===== config.mk =====
export PLATFORM = sky130hd
export DESIGN_NAME = p2s_conv_nx1
export DESIGN_NICKNAME = d
export VERILOG_FILES = /design/src/rtl/p2s_conv_nx1.sv
export SDC_FILE = /design/constraint.sdc
export NUM_CORES = 1
export LEC_CHECK = 0
export BUFFER_PORTS_ARGS = -buffer_cell sky130_fd_sc_hd__buf_2
export CORE_MARGIN = 2
export CORE_UTILIZATION = 45
export CTS_BUF_LIST = sky130_fd_sc_hd__clkbuf_4 sky130_fd_sc_hd__clkbuf_8
export CTS_CLUSTER_SIZE = 30
export DETAILED_ROUTE_END_ITERATION = 10
export GPL_TIMING_DRIVEN = 0
export PLACE_DENSITY = 0.66
export SLEW_MARGIN = 20
export SYNTH_ARGS = -nofsm -noshare
export SYNTH_HDL_FRONTEND = slang
export SYNTH_SLANG_ARGS = --single-unit

===== constraint.sdc =====
create_clock -name iclk -period 1.45 [get_ports iclk]
set_input_delay 0.0725 -clock iclk [delete_from_list [all_inputs] [get_ports iclk]]
set_output_delay 0.0725 -clock iclk [all_outputs]
set_load 0.01 [all_outputs]

===== src/rtl/p2s_conv_nx1.sv =====
// p2s_conv_nx1: W-bit words in over valid/ready, one bit out per sink request.
// A one-word holding buffer refills while the shifter drains, so the output is gapless.
//
// state          | meaning
// idle  (busy=0) | shifter empty; a buffered word moves into it on the next edge
// shift (busy=1) | shifter presents bit cnt of the current word on odat
module p2s_conv_nx1 #(
  parameter int W         = 4,
  parameter int MSB_FIRST = 1
) (
  input  logic         iclk,
  input  logic         irst,
  input  logic [W-1:0] idat,
  input  logic         ival,
  input  logic         isop,
  input  logic         ieop,
  output logic         oreq,
  input  logic         ireq,
  output logic         oval,
  output logic         odat,
  output logic         osop,
  output logic         oeop
);

  localparam int CW = $clog2(W);
  localparam logic [CW-1:0] CNT_LAST = CW'(W - 1);

  logic [W-1:0]  hbuf, hbuf_nxt;
  logic          hval, hval_nxt;
  logic          hsop, hsop_nxt;
  logic          heop, heop_nxt;
  logic [W-1:0]  sreg, sreg_nxt;
  logic          busy, busy_nxt;
  logic          ssop, ssop_nxt;
  logic          seop, seop_nxt;
  logic [CW-1:0] cnt,  cnt_nxt;

  logic accept;
  logic last;
  logic xfer;

  assign accept = ival & ~hval;
  assign last   = busy & ireq & (cnt == CNT_LAST);
  assign xfer   = hval & (~busy | last);

  always_ff @(posedge iclk or negedge irst) begin
    if (!irst) begin
      hbuf <= '0;
      hval <= 1'b0;
      hsop <= 1'b0;
      heop <= 1'b0;
      sreg <= '0;
      busy <= 1'b0;
      ssop <= 1'b0;
      seop <= 1'b0;
      cnt  <= '0;
    end else begin
      hbuf <= hbuf_nxt;
      hval <= hval_nxt;
      hsop <= hsop_nxt;
      heop <= heop_nxt;
      sreg <= sreg_nxt;
      busy <= busy_nxt;
      ssop <= ssop_nxt;
      seop <= seop_nxt;
      cnt  <= cnt_nxt;
    end
  end

  always_comb begin
    hbuf_nxt = hbuf;
    hval_nxt = hval;
    hsop_nxt = hsop;
    heop_nxt = heop;
    sreg_nxt = sreg;
    busy_nxt = busy;
    ssop_nxt = ssop;
    seop_nxt = seop;
    cnt_nxt  = cnt;

    // accept needs an empty buffer and xfer a full one, so they never coincide
    if (accept) begin
      hbuf_nxt = idat;
      hsop_nxt = isop;
      heop_nxt = ieop;
      hval_nxt = 1'b1;
    end

    if (xfer) begin
      sreg_nxt = hbuf;
      ssop_nxt = hsop;
      seop_nxt = heop;
      busy_nxt = 1'b1;
      cnt_nxt  = '0;
      hval_nxt = 1'b0;
    end else if (last) begin
      busy_nxt = 1'b0;
      cnt_nxt  = '0;
    end else if (busy && ireq) begin
      cnt_nxt = cnt + 1'b1;
      if (MSB_FIRST != 0) sreg_nxt = {sreg[W-2:0], 1'b0};
      else                sreg_nxt = {1'b0, sreg[W-1:1]};
    end
  end

  always_comb begin
    oreq = ~hval;
    oval = busy;
    odat = (MSB_FIRST != 0) ? sreg[W-1] : sreg[0];
    osop = busy & ssop & (cnt == '0);
    oeop = busy & seop & (cnt == CNT_LAST);
  end

endmodule


==> impl_summary.md <==
Run status
The flow ran to the end, and the final reports show no timing, DRC or antenna violations.

Yosys
After synthesis, the cell types taking the most area are sky130_fd_sc_hd__dfrtp_1 51%, sky130_fd_sc_hd__mux2_2 8.6%, sky130_fd_sc_hd__inv_1 4.3%, sky130_fd_sc_hd__nand2_1 3.3%, sky130_fd_sc_hd__ha_1 3.2%. The instance count of the mapped netlist is 70. The parity-gate share of the synthesized area counting xor and xnor cells is 0%. By instance count, the leading cell after synthesis is sky130_fd_sc_hd__dfrtp_1.

Counting every net in the synthesized netlist gives just over 80. The combinational family with the most area after synthesis is compound AO/OA/AOI/OAI gates. The number of warnings printed during yosys synthesis is 0. Summing the areas of all fa, ha and maj instances in the mapped netlist gives 3.18% of the synthesized area. Summing the sequential cell areas from Yosys gives approximately half of the chip area. After synthesis, the share of cell area in mux cells is about 10%. After synthesis the cells add up to ~790 um2.

Yosys mapped a number of flops with a built-in enable equal to 0. The number of flip-flops and latches in the synthesized netlist is 16. The synthesized netlist devotes between 10% and 20% of its cell area to compound gates.

The area fraction of the dominant cell type after synthesis is about 51%. After synthesis, the mean cell area works out to about 11 um2. The most used flip-flop cell after synthesis is sky130_fd_sc_hd__dfrtp_1.

After synthesis, the share of flip-flops with an asynchronous set or reset is 100%. The cell type with the highest aggregate area in the netlist is sky130_fd_sc_hd__dfrtp_1. The share of synthesized cell area in and, or, nand and nor gates is approximately 12%. The netlist uses 25 different library cells.

In the synthesized netlist, the cells that appear most often are 16 x sky130_fd_sc_hd__dfrtp_1, 9 x sky130_fd_sc_hd__inv_1, 7 x sky130_fd_sc_hd__nand2_1, 6 x sky130_fd_sc_hd__mux2_2, 4 x sky130_fd_sc_hd__o21ai_0.

Worst setup path
The reg-to-reg endpoint is seop. For flop-to-flop paths, the worst setup slack is ~0.090 ns. By startpoint and endpoint, the worst setup path is classified as reg2out.

The number of cell instances on the worst register-to-register path is 4. The endpoint arrival time on the critical path is around 1.3 ns. The worst setup path is launched from a register.

STA puts the critical path data required time at 1.38 ns. In this run the critical register-to-register path is launched from cnt[0]. The largest fanout on the critical path is 4. The worst setup path is captured at a primary output.

Timing
The final-report hold violation count was 0. Setup violations remaining at the end of the flow were counted as 0. Based on the critical path, the design can be clocked at up to 0.729 GHz. The final clock skew is 0.00490 ns. Final hold analysis gives a worst-case slack of 0.0137 ns. In the post-route analysis, the smallest setup slack over all paths is 0.0790 ns. Setup total negative slack on the finished layout was measured at 0 ns.

The share of the clock period used by the worst path after layout is 94.6%. The total count of max-transition violations in the final report was 0. The tightest slew margin relative to the limit is between 70% and 80%. At the pin with the least slew margin, the transition time is approximately 0.35 ns. The worst path in the final design needs a cycle of roughly 1.4 ns, including I/O delays and setup. Setup repair after global routing left no endpoint under its margin.

Clock tree
The post-CTS repair timing setup buffer count is 0. The clock passes through at most 2 buffers. In this run, CTS created clock tree buffers numbering 3. The latest clock arrival within the worst-skew pair is about 0.29 ns. For this design, the sink count on the clock tree is 16. Clock-pin slew was measured on the worst setup and hold paths at around 0.09 ns. The root buffer cell chosen for the clock tree is sky130_fd_sc_hd__clkbuf_4. TritonCTS built the clock tree. The deepest level of the CTS H-tree is 1.

Placed design
Summed over all nets, the half-perimeter wirelength after detailed placement is between 900 and 1000 um. The weighted congestion reported at the end of routability-driven placement is roughly 0.77. Port buffering added 13 buffers.

The placed instance area is between 800 and 900 um2. The pre-CTS setup slack is -0.0633 ns.

Floorplanning
The die is 45.8 um tall. The floorplan die width is around 46 um. The number of primary I/O pins is 15. The floorplan step defined a die boundary enclosing 2100 um2. Once the floorplan was initialized, standard cells occupied 46.5% of the core.

The core region is approximately 1700 um2. The count of standard-cell rows is 15.

GRT
The global router's overall resource usage is between 10% and 20%. The via count of the first global-routing pass is about 580. After global routing the overflow that remains totals 0. The initial antenna violation count is 0.

The first global-routing pass estimated ~2400 um of wire. The largest net degree at the start of global routing is 17.

Power and ir drop
The worst-case IR drop observed on VDD is about 1.1 mV. The total leakage power is about 0.49 nW. The total power per unit cell area is ~1800 nW/um2.

Drt
The detailed route wirelength on metal3 is around 60 um. The total routed wirelength is around 1400 um. The DRC violation count after routing is 0.

The routed length per instance is approximately 13 um. The number of detailed-routing iterations run before antenna repair is 4. In the final routing, the length of wire on met1 measures 627 um. Detailed routing placed a total of between 700 and 800 um of wire on met2. The highest signal layer in the routed design is met4. The routed via count divided by cell count is around 5.4. Once detail routing completed, the nets flagged for antenna violations numbered 0. The violation count after the first detailed-routing iteration is 8. The total number of vias is between 500 and 600.

Layout
The number of antenna diodes in the final layout is 0. The count of nets after finishing is ~110. At the end of the flow the core is filled with cells to 57.5%. The share of post-route cells with drive strength above 1 is 34.8%. The area added between synthesis and finish is 23.6%. The finished cells cover 971 um2.

Worst hold path
The capture endpoint of the worst hold path is hbuf[0]. The number of instances on the worst hold path is 2. The origin of the worst min-delay path is idat[0].

The class of the tightest hold or removal check is in2reg.

Flow run
The number of maximum-capacitance violations is 0.
-- layout make-up --
type	count	area [um2]
fillers	158	718
flip-flops and latches	16	400
multi-input cells	41	332
repair buffers	18	115
clock buffers	4	36.3
inverters	9	33.8
plain buffers	4	32.5
well taps	17	21.3
-- placed cells by master, fill, tap and decap left out --
cell type	n
sky130_fd_sc_hd__a21boi_4	1
sky130_fd_sc_hd__dfrtp_1	16
sky130_fd_sc_hd__and3_1	2
sky130_fd_sc_hd__mux2i_1	1
sky130_fd_sc_hd__o2111ai_1	1
sky130_fd_sc_hd__inv_1	9
sky130_fd_sc_hd__or2_2	1
sky130_fd_sc_hd__dlygate4sd3_1	5
sky130_fd_sc_hd__or2b_1	1
sky130_fd_sc_hd__buf_6	2
sky130_fd_sc_hd__a222oi_1	2
sky130_fd_sc_hd__nor2_4	1
sky130_fd_sc_hd__clkbuf_8	1
sky130_fd_sc_hd__o22ai_1	2
sky130_fd_sc_hd__ha_1	1
sky130_fd_sc_hd__nor2b_4	1
sky130_fd_sc_hd__nor2_1	2
sky130_fd_sc_hd__mux2_2	6
sky130_fd_sc_hd__ha_4	1
sky130_fd_sc_hd__nor2b_1	1
sky130_fd_sc_hd__a221o_1	1
sky130_fd_sc_hd__buf_2	15
sky130_fd_sc_hd__a21oi_1	2
sky130_fd_sc_hd__o21ai_0	4
sky130_fd_sc_hd__a21o_1	1
sky130_fd_sc_hd__a221oi_1	1
sky130_fd_sc_hd__nand2_1	7
sky130_fd_sc_hd__a22o_1	1
sky130_fd_sc_hd__clkbuf_4	3
-- state kept, by name, indices dropped and copies added (netlist names) --
signal  flops
cnt         2
hbuf        4
heop        1
hsop        1
hval        1
oval        1
seop        1
sreg        4
ssop        1
-- layer usage --
metal / vias to the layer above / track usage, %
met5: - / 0
met4: 0 / 10.3
met3: 4 / 2.38
met2: 20 / 27.3
met1: 288 / 20.5
li1: 282 / -
-- worst max-delay path by stage --
stage / from / end / slack (ns) / cells after the start
after global routing: cnt[0] / sreg[1] / 0.02 / 4
after CTS: cnt[0] / seop / 0.02 / 4
after detailed placement: cnt[0] / seop / -0.06 / 4
after floorplan: cnt[0] / seop / 0.14 / 4
final: cnt[0] / osop / 0.08 / 4
after global placement: cnt[0] / seop / -0.007 / 4
-- where the power goes --
part,internal [mW],leakage [nW],switching [mW]
Clock,0.153,0.0210,0.141
Sequential,0.658,0.189,0.129
Combinational,0.357,0.281,0.342
-- worst max-delay path, stage by stage, from the launching register on --
cell	delay [ns]
sky130_fd_sc_hd__dfrtp_1	0.45
sky130_fd_sc_hd__inv_1	0.07
sky130_fd_sc_hd__ha_1	0.19
sky130_fd_sc_hd__and3_1	0.17
sky130_fd_sc_hd__buf_2	0.13
-- stage by stage --
stage               total power, mW  cells
floorplan                      1.28     70
global placement               1.43    100
detailed placement             1.47    100
CTS                            1.78    109
global route                   1.91    109
finish                         1.78    109
-- cells by family after synthesis --
group,after synthesis
AO/OA/AOI/OAI,16
buffers and inverters,13
adder cells (fa/ha/maj),2
multiplexers,7
flip-flops,16
AND/OR/NAND/NOR,16
-- what timing repair did --
item / CTS / global route
hold buffers: 5 / 0
gates resized for setup: 1 / 1
setup endpoints to repair: 7 / 5
hold endpoints to repair: 20 / 0
No activity file was read; power rests on OpenSTA's default activity.
